[config.mk]
export PLATFORM = sky130hd
export DESIGN_NAME = serial_word_subtractor
export DESIGN_NICKNAME = d
export VERILOG_FILES = /design/src/rtl/serial_word_subtractor.sv
export SDC_FILE = /design/constraint.sdc
export NUM_CORES = 1
export LEC_CHECK = 0
export ABC_AREA = 1
export CORE_MARGIN = 5
export CORE_UTILIZATION = 63
export CTS_BUF_LIST = sky130_fd_sc_hd__clkbuf_2
export DETAILED_ROUTE_END_ITERATION = 6
export DONT_BUFFER_PORTS = 1
export PLACE_DENSITY_LB_ADDON = 0.15
export SETUP_SLACK_MARGIN = 0.2
export SYNTH_ARGS = -nofsm -noshare
export SYNTH_HDL_FRONTEND = slang
export SYNTH_SLANG_ARGS = --single-unit
export TNS_END_PERCENT = 50
[constraint.sdc]
create_clock -name clk -period 3.31 [get_ports clk]
set_input_delay 0.8275 -clock clk [delete_from_list [all_inputs] [get_ports clk]]
set_output_delay 0.8275 -clock clk [all_outputs]
set_load 0.005 [all_outputs]
[src/rtl/serial_word_subtractor.sv]
// Bit-serial subtractor: loads two words, walks them LSB-first through a borrow FSM, returns a parallel difference.
// Optional signed-overflow output ovf is built when SERIAL_SUB_OVF_EN is defined.
module serial_word_subtractor #(
    parameter int WIDTH = 8
) (
    input  logic             clk,
    input  logic             reset,
    input  logic             start,
    input  logic [WIDTH-1:0] a_in,
    input  logic [WIDTH-1:0] b_in,
    output logic             busy,
    output logic             done,
    output logic [WIDTH-1:0] diff,
    output logic             borrow
`ifdef SERIAL_SUB_OVF_EN
    ,
    output logic             ovf
`endif
);

    localparam int CW = (WIDTH > 2) ? $clog2(WIDTH) : 1;

    typedef enum logic [1:0] {
        IDLE   = 2'd0,
        RUN_NB = 2'd1,
        RUN_B  = 2'd2,
        FIN    = 2'd3
    } state_t;

    state_t           state_q, state_d;
    logic [WIDTH-1:0] a_sr_q, a_sr_d;
    logic [WIDTH-1:0] b_sr_q, b_sr_d;
    logic [WIDTH-1:0] res_sr_q, res_sr_d;
    logic [CW-1:0]    cnt_q, cnt_d;
    logic [WIDTH-1:0] diff_q, diff_d;
    logic             borrow_q, borrow_d;
    logic             ovf_q, ovf_d;

    logic a0, b0, br, d, br_next, last_bit;

    always_comb begin
        a0       = a_sr_q[0];
        b0       = b_sr_q[0];
        br       = (state_q == RUN_B);
        d        = a0 ^ b0 ^ br;
        br_next  = (~a0 & b0) | (~(a0 ^ b0) & br);
        last_bit = (cnt_q == CW'(WIDTH - 1));
    end

    always_comb begin
        state_d  = state_q;
        a_sr_d   = a_sr_q;
        b_sr_d   = b_sr_q;
        res_sr_d = res_sr_q;
        cnt_d    = cnt_q;
        diff_d   = diff_q;
        borrow_d = borrow_q;
        ovf_d    = ovf_q;

        case (state_q)
            IDLE, FIN: begin
                if (start) begin
                    a_sr_d  = a_in;
                    b_sr_d  = b_in;
                    cnt_d   = '0;
                    state_d = RUN_NB;
                end else begin
                    state_d = IDLE;
                end
            end
            RUN_NB, RUN_B: begin
                a_sr_d   = {1'b0, a_sr_q[WIDTH-1:1]};
                b_sr_d   = {1'b0, b_sr_q[WIDTH-1:1]};
                res_sr_d = {d, res_sr_q[WIDTH-1:1]};
                cnt_d    = cnt_q + CW'(1);
                state_d  = br_next ? RUN_B : RUN_NB;
                if (last_bit) begin
                    // On the last bit a0/b0/d are the operand and result sign bits.
                    state_d  = FIN;
                    diff_d   = {d, res_sr_q[WIDTH-1:1]};
                    borrow_d = br_next;
                    ovf_d    = (a0 ^ b0) & (d ^ a0);
                end
            end
            default: state_d = IDLE;
        endcase
    end

    always_ff @(posedge clk or negedge reset) begin
        if (!reset) begin
            state_q  <= IDLE;
            a_sr_q   <= '0;
            b_sr_q   <= '0;
            res_sr_q <= '0;
            cnt_q    <= '0;
            diff_q   <= '0;
            borrow_q <= 1'b0;
            ovf_q    <= 1'b0;
        end else begin
            state_q  <= state_d;
            a_sr_q   <= a_sr_d;
            b_sr_q   <= b_sr_d;
            res_sr_q <= res_sr_d;
            cnt_q    <= cnt_d;
            diff_q   <= diff_d;
            borrow_q <= borrow_d;
            ovf_q    <= ovf_d;
        end
    end

    assign busy   = (state_q == RUN_NB) || (state_q == RUN_B);
    assign done   = (state_q == FIN);
    assign diff   = diff_q;
    assign borrow = borrow_q;

`ifdef SERIAL_SUB_OVF_EN
    assign ovf = ovf_q;
`else
    logic unused_ovf;
    assign unused_ovf = ovf_q;
`endif

endmodule

==> reports/metrics.csv, run 1 <==
metric;value;unit
outcome;finished clean;
fin_cells;209;
multi_input_comb_area;603;um2
grt_max_degree;39;
fmax;423;MHz
placement_rows;18;
worstSkewPairLatency;0.39;ns
cts_made_buffers;5;
initial_utilization;0.660;
yosysSeqAreaShare;0.561;
clock_tree.root_cell;sky130_fd_sc_hd__clkbuf_2;
total_routing_resource_utilization_after_global_routing;0.182;
postCtsSetupBuffers;0;
cts_max_level;2;
synth_warn;0;
port_buffers;0;
cts-resized-gates;0;
sequential_cell_area;926;um2
synth_common_cells;sky130_fd_sc_hd__nand2_1 (59), sky130_fd_sc_hd__nand3_1 (50), sky130_fd_sc_hd__dfrtp_1 (37), sky130_fd_sc_hd__inv_1 (7), sky130_fd_sc_hd__o21ai_0 (7);
clk_path_buf_depth;2;
ioPinCount;30;
drtIter0Drc;74;
route.detailed.wl_per_inst;13.7;um
postSynthNetCount;206;
cts.clk_slew.worst_paths;0.17;ns
first_global_vias;1094;
synth_edf_count;0;
cts_tree;done;
synthSimpleGateAreaFrac;0.302;
max_vdd_drop;0.623;mV
areaGrowthSynthToFinish;-0.456;%
fill_cells;223;
xor_xnor_portion_of_the_synthesized_cell_area;0;
num-nets-final;203;
synth-compound-area-share;0.0212;
dp.final_hpwl;1.91;mm
die_w;61.2;um
timing_worst_setup_path_type;register to output port;
postSynth.asyncResetShare;1.00;
syn-instance-count;182;
power.leakage;0.861;nW
post_synth_mux_area_share;0;
tightest_slew;0.546;ns
post_route_drc;0;
total_chip_power;1.48;mW
insertedDiodeCount;0;
yosysTopAreaCell;sky130_fd_sc_hd__dfrtp_1;
finalHoldViolations;0;
crit_fanout;36;
fraction_of_final_layout_cells_sized_beyond_drive_strength_1;0.0615;
timing.max_slew.rel_slack;0.636;
worstSetupStartpointType;register;
cap_violations;0;
cts_hold_buffers;0;
post_synth_fa_ha_maj_area_fraction;0.0425;
power_density_cells;899;mW/mm2
timing.final.crit_period;2.36;ns
synth_top_family_by_area;simple AND/OR/NAND/NOR gates;
gr-total-overflow;0;
initial_antenna_violation_count;0;
finalCritPeriodShare;0.714;
setup_total_negative_slack;0;ns
die-area;0.00374;mm2
worstHoldPathType;input pin to async pin;
detail_route.first_pass.iterations;5;
synth_seq_cells;37;
dr_total_vias;1161;
wire_length_reported_by_the_detailed_router;2.86;mm
post-synth-top-area-fraction;0.561;
post_synth.cell_area_avg;9.06;um2
die_y;61.2;um
crit_required;2.48;ns
category_of_the_worst_setup_path_capture_point;output port;
place_congestion;0.734;
yosysUniqueCellTypes;15;
timing.critical_path.arrival;1.54;ns
tritoncts_num_sinks;37;
post-synth-top-count-cell;sky130_fd_sc_hd__nand2_1;
netlist_top_cells_area;sky130_fd_sc_hd__dfrtp_1 (56%), sky130_fd_sc_hd__nand3_1 (15%), sky130_fd_sc_hd__nand2_1 (13%);
core_area;0.00250;mm2
grt_first_pass_wirelength;4.80;mm
synthFlopType;sky130_fd_sc_hd__dfrtp_1;
placedCellCount;202;
final_antenna_net_count;0;
slew_viol_final;0;
synth.cell_area;0.00165;mm2
grt_setup_unrepaired;false;
fin_worst_skew;0.0199;ns
drt-vias-per-instance;5.56;
setup_viol_count_final;0;
critical path, cell delays in order, from the launching register on:
cell and delay, ns:
sky130_fd_sc_hd__dfrtp_1 0.38, sky130_fd_sc_hd__inv_1 0.05, sky130_fd_sc_hd__ha_1 0.31, sky130_fd_sc_hd__inv_2 0.42
registers in the layout (all words and copies together), names as in the netlist:
register	count
a_sr_q	8
res_sr_q	7
b_sr_q	8
borrow	1
diff	8
cnt_q	3
state_q	2
placed cells by master (no fill, tap or decap):
cell	Yosys	final
sky130_fd_sc_hd__nand3_1	50	50
sky130_fd_sc_hd__clkbuf_2	0	6
sky130_fd_sc_hd__inv_1	7	7
sky130_fd_sc_hd__fa_1	1	1
sky130_fd_sc_hd__buf_4	5	1
sky130_fd_sc_hd__nand2_1	59	59
sky130_fd_sc_hd__o21ai_0	7	7
sky130_fd_sc_hd__dfrtp_1	37	37
sky130_fd_sc_hd__nand2_2	1	1
sky130_fd_sc_hd__or2_1	1	1
sky130_fd_sc_hd__clkinv_1	0	1
sky130_fd_sc_hd__inv_2	2	2
sky130_fd_sc_hd__nand3b_1	1	1
sky130_fd_sc_hd__nor2_2	1	1
sky130_fd_sc_hd__ha_1	4	4
cells by family (layout without fill, tap and decap cells):
logic type,after synthesis,after routing
buf+inv,20,17
flops,37,37
simple gates,113,113
compound gates,7,7
fa+ha+maj,5,5
cell type report:
| cell class | count | share of cell area |
|---|---|---|
| Inverter | 9 | 0.0206 |
| Clock inverter | 1 | 0.00229 |
| Timing Repair Buffer | 1 | 0.00457 |
| Multi-Input combinational cell | 125 | 0.367 |
| Tap cell | 30 | 0.0229 |
| Sequential cell | 37 | 0.564 |
| Clock buffer | 6 | 0.0183 |
through the flow:
| step | utilization | hold slack [ns] | instance area (um2) | worst slack (ns) |
|---|---|---|---|---|
| floorplan | - | 0.442 | 1650 | 1.52 |
| CTS | 0.657 | 0.0668 | 1640 | 0.907 |
| global placement | 0.643 | 0.460 | 1610 | 1.39 |
| detailed placement | 0.643 | 0.465 | 1610 | 1.37 |
| global route | 0.657 | 0.0436 | 1640 | 0.794 |
| finish | 0.657 | 0.0944 | 1640 | 0.947 |
layer usage:
layer	global-route usage	share of wire
met1	0.219	0.43
met2	0.289	0.48
met3	0.0755	0.070
met4	0.0743	0.016
met5	0	0
report_power, final:
group          internal, mW  total (mW)  switching, mW
combinational         0.186       0.546          0.360
sequential            0.635       0.744          0.108
clock                0.0492       0.187          0.138
final timing paths:
check,from,endpoint,slack (ns),cells past startpoint
setup / recovery,state_q[0],busy,0.95,3
hold / removal,reset,a_sr_q[4],0.09,0
setup reg to reg,state_q[0],diff[5],1.60,6
hold reg to reg,cnt_q[1],cnt_q[1],0.50,2
max in group asynchronous,reset,a_sr_q[7],3.12,0
min in group clk,cnt_q[1],cnt_q[1],0.50,2
Power figures use the tool's default switching activity.
==> inputs of run 2 (changes only) <==
--- a/config.mk
+++ b/config.mk
@@ -7,7 +7,7 @@
 export LEC_CHECK = 0
 export ABC_AREA = 1
 export CORE_MARGIN = 5
-export CORE_UTILIZATION = 63
+export CORE_UTILIZATION = 58
 export CTS_BUF_LIST = sky130_fd_sc_hd__clkbuf_2
 export DETAILED_ROUTE_END_ITERATION = 6
 export DONT_BUFFER_PORTS = 1
==> constraint.sdc (replaced) <==
create_clock -name clk -period 2.15 [get_ports clk]
set_input_delay 0.5375 -clock clk [delete_from_list [all_inputs] [get_ports clk]]
set_output_delay 0.5375 -clock clk [all_outputs]
set_load 0.005 [all_outputs]
==> reports/metrics.csv, run 2 (synthesis gave the netlist of run 1 again) <==
metric;value;unit;change
total_routing_resource_utilization_after_global_routing;0.177;;was 0.182
fill_cells;247;;was 223
timing.critical_path.arrival;1.28;ns;was 1.54 ns
wire_length_reported_by_the_detailed_router;3.31;mm;was 2.86 mm
tightest_slew;0.415;ns;was 0.546 ns
final_antenna_net_count;0;;unchanged
combinationalPowerShare;0.412;;was 0.370
crit_required;1.61;ns;was 2.48 ns
timing.final.crit_period;1.82;ns;
core_area;0.00273;mm2;was 0.00250 mm2
die-area;0.00401;mm2;was 0.00374 mm2
place_congestion;0.748;;was 0.734
insertedDiodeCount;0;;unchanged
max_vdd_drop;1.06;mV;was 0.623 mV
power_density_cells;1430;mW/mm2;was 899 mW/mm2
ioPinCount;30;;unchanged
critical_path.top_delay_family;flip-flops;;was buffers and inverters
die_w;63.3;um;was 61.2 um
placement_rows;19;;was 18
detail_route.first_pass.iterations;4;;was 5
cap_violations;0;;unchanged
post_route_drc;0;;unchanged
fin_worst_skew;0.0129;ns;was 0.0199 ns
worstSetupStartpointType;register;;unchanged
initial_utilization;0.603;;was 0.660
clock_tree.root_cell;sky130_fd_sc_hd__clkbuf_2;;unchanged
route.detailed.wl_per_inst;15.3;um;was 13.7 um
worst_slack_on_hold_paths;0.261;ns;was 0.0944 ns
drt-vias-per-instance;5.69;;was 5.56
cts.clk_slew.worst_paths;0.17;ns;about the same
grt_first_pass_wirelength;5.58;mm;was 4.80 mm
critical_path.slowest_cell;sky130_fd_sc_hd__dfrtp_1;;was sky130_fd_sc_hd__inv_2
power.sequential.fraction;0.472;;was 0.504
areaGrowthSynthToFinish;4.02;%;was -0.456%
grt_max_degree;39;;unchanged
most-common-layout-cells;sky130_fd_sc_hd__nand2_1 (59), sky130_fd_sc_hd__nand3_1 (50), sky130_fd_sc_hd__dfrtp_1 (37), sky130_fd_sc_hd__inv_1 (7), sky130_fd_sc_hd__o21ai_0 (7);;unchanged
drtIter0Drc;114;;was 74
initial_antenna_violation_count;0;;unchanged
cts_max_level;2;;unchanged
die_y;63.3;um;was 61.2 um
dr_total_vias;1228;;was 1161
switching_power;1.04;mW;was 0.606 mW
crit_fanout;5;;was 36
worstHoldPathType;input pin to register;;was input pin to async pin
category_of_the_worst_setup_path_capture_point;output port;;unchanged
first_global_vias;1176;;was 1094
critPathMaxStageDelay;0.40;ns;was 0.42 ns
outcome;finished clean;;unchanged
dp.final_hpwl;2.04;mm;was 1.91 mm
gr-total-overflow;0;;unchanged
crit_chain;inv_1 -> ha_4 -> clkinv_4;;was inv_1 -> ha_1 -> inv_2
layout.cell_area.non_filler;0.00172;mm2;was 0.00164 mm2
slew_viol_final;0;;unchanged
tritoncts_num_sinks;37;;unchanged
clk_path_buf_depth;2;;unchanged
finalCritPeriodShare;0.845;;
worstSkewPairLatency;0.37;ns;was 0.39 ns
layout_commonest_cell;sky130_fd_sc_hd__nand2_1;;unchanged
fmax;551;MHz;
internal_power;1.41;mW;was 0.870 mW
swShare;0.424;;was 0.411
power.leakage;0.890;nW;was 0.861 nW
timing_worst_setup_path_type;register to output port;;unchanged
cts_made_buffers;5;;unchanged
path_buf_inv;2;;unchanged
setup_viol_count_final;0;;unchanged
cts_tree;done;;unchanged
timing.max_slew.rel_slack;0.723;;was 0.636
grt_setup_unrepaired;false;;unchanged
placedInstanceArea;0.00162;mm2;was 0.00161 mm2
portion_of_total_power_attributed_to_the_clock_network;0.116;;was 0.127
port_buffers;0;;unchanged
fraction_of_final_layout_cells_sized_beyond_drive_strength_1;0.0919;;was 0.0615
setup_total_negative_slack;0;ns;unchanged
finalHoldViolations;0;;unchanged
num-nets-final;209;;was 203
## run 2: path summary, 6_finish.rpt
path | cells past startpoint | slack [ns] | endpoint | start
max | 3 | 0.33 | busy | state_q[0]
max reg2reg | 7 | 0.58 | a_sr_q[7] | state_q[0]
max in group asynchronous | 2 | 1.36 | b_sr_q[0] | reset
min reg2reg | 2 | 0.51 | b_sr_q[5] | b_sr_q[6]
min | 2 | 0.26 | b_sr_q[7] | b_in[7]
min in group asynchronous | 2 | 0.59 | a_sr_q[1] | reset
## run 2: routing by layer
metal / vias up / GRT usage / part of all wire
li1: 596 / - / -
met1: 579 / 0.242 / 0.43
met2: 42 / 0.251 / 0.48
met3: 11 / 0.0764 / 0.063
met4: 0 / 0.0623 / 0.027
met5: - / 0 / 0
## run 2: cell type report
type                            count  area, um2  share of cell area
Clock buffer                        6       30.0              0.0175
Timing Repair inverter              2       10.0             0.00584
Inverter                            9       38.8              0.0226
Multi-Input combinational cell    125        616               0.359
Tap cell                           31       38.8              0.0226
Clock inverter                      1       3.75             0.00219
Sequential cell                    37        926               0.540
Timing Repair Buffer                5       52.6              0.0306
## run 2: stage by stage
stage | total power [mW] | setup slack (ns) | util | std cells
final | 2.45 | 0.334 | 0.627 | 216
after global placement | 2.01 | 0.653 | 0.591 | 204
after detailed placement | 2.06 | 0.572 | 0.591 | 204
after floorplan | 1.94 | 0.653 | - | 182
after global routing | 2.69 | 0.248 | 0.627 | 216
after CTS | 2.38 | 0.227 | 0.616 | 213
## run 2: power groups by stage
stage / Clock [mW] / Sequential, mW / Combinational [mW]
2_1_floorplan: 0 / 1.12 / 0.826
3_3_place_gp: 0 / 1.16 / 0.850
3_5_place_dp: 0 / 1.17 / 0.891
4_1_cts: 0.295 / 1.16 / 0.925
5_1_grt: 0.337 / 1.19 / 1.16
6_report: 0.285 / 1.16 / 1.01
## run 2: repair_timing
action | in CTS | in global routing
gates cloned | 0 | 2
endpoints found under the setup margin | 1 | 1
gates resized for setup | 1 | 4
buffers inserted | 0 | 1
endpoints found under the hold margin | 37 | 0
pin swaps | 0 | 0
hold buffers | 2 | 0
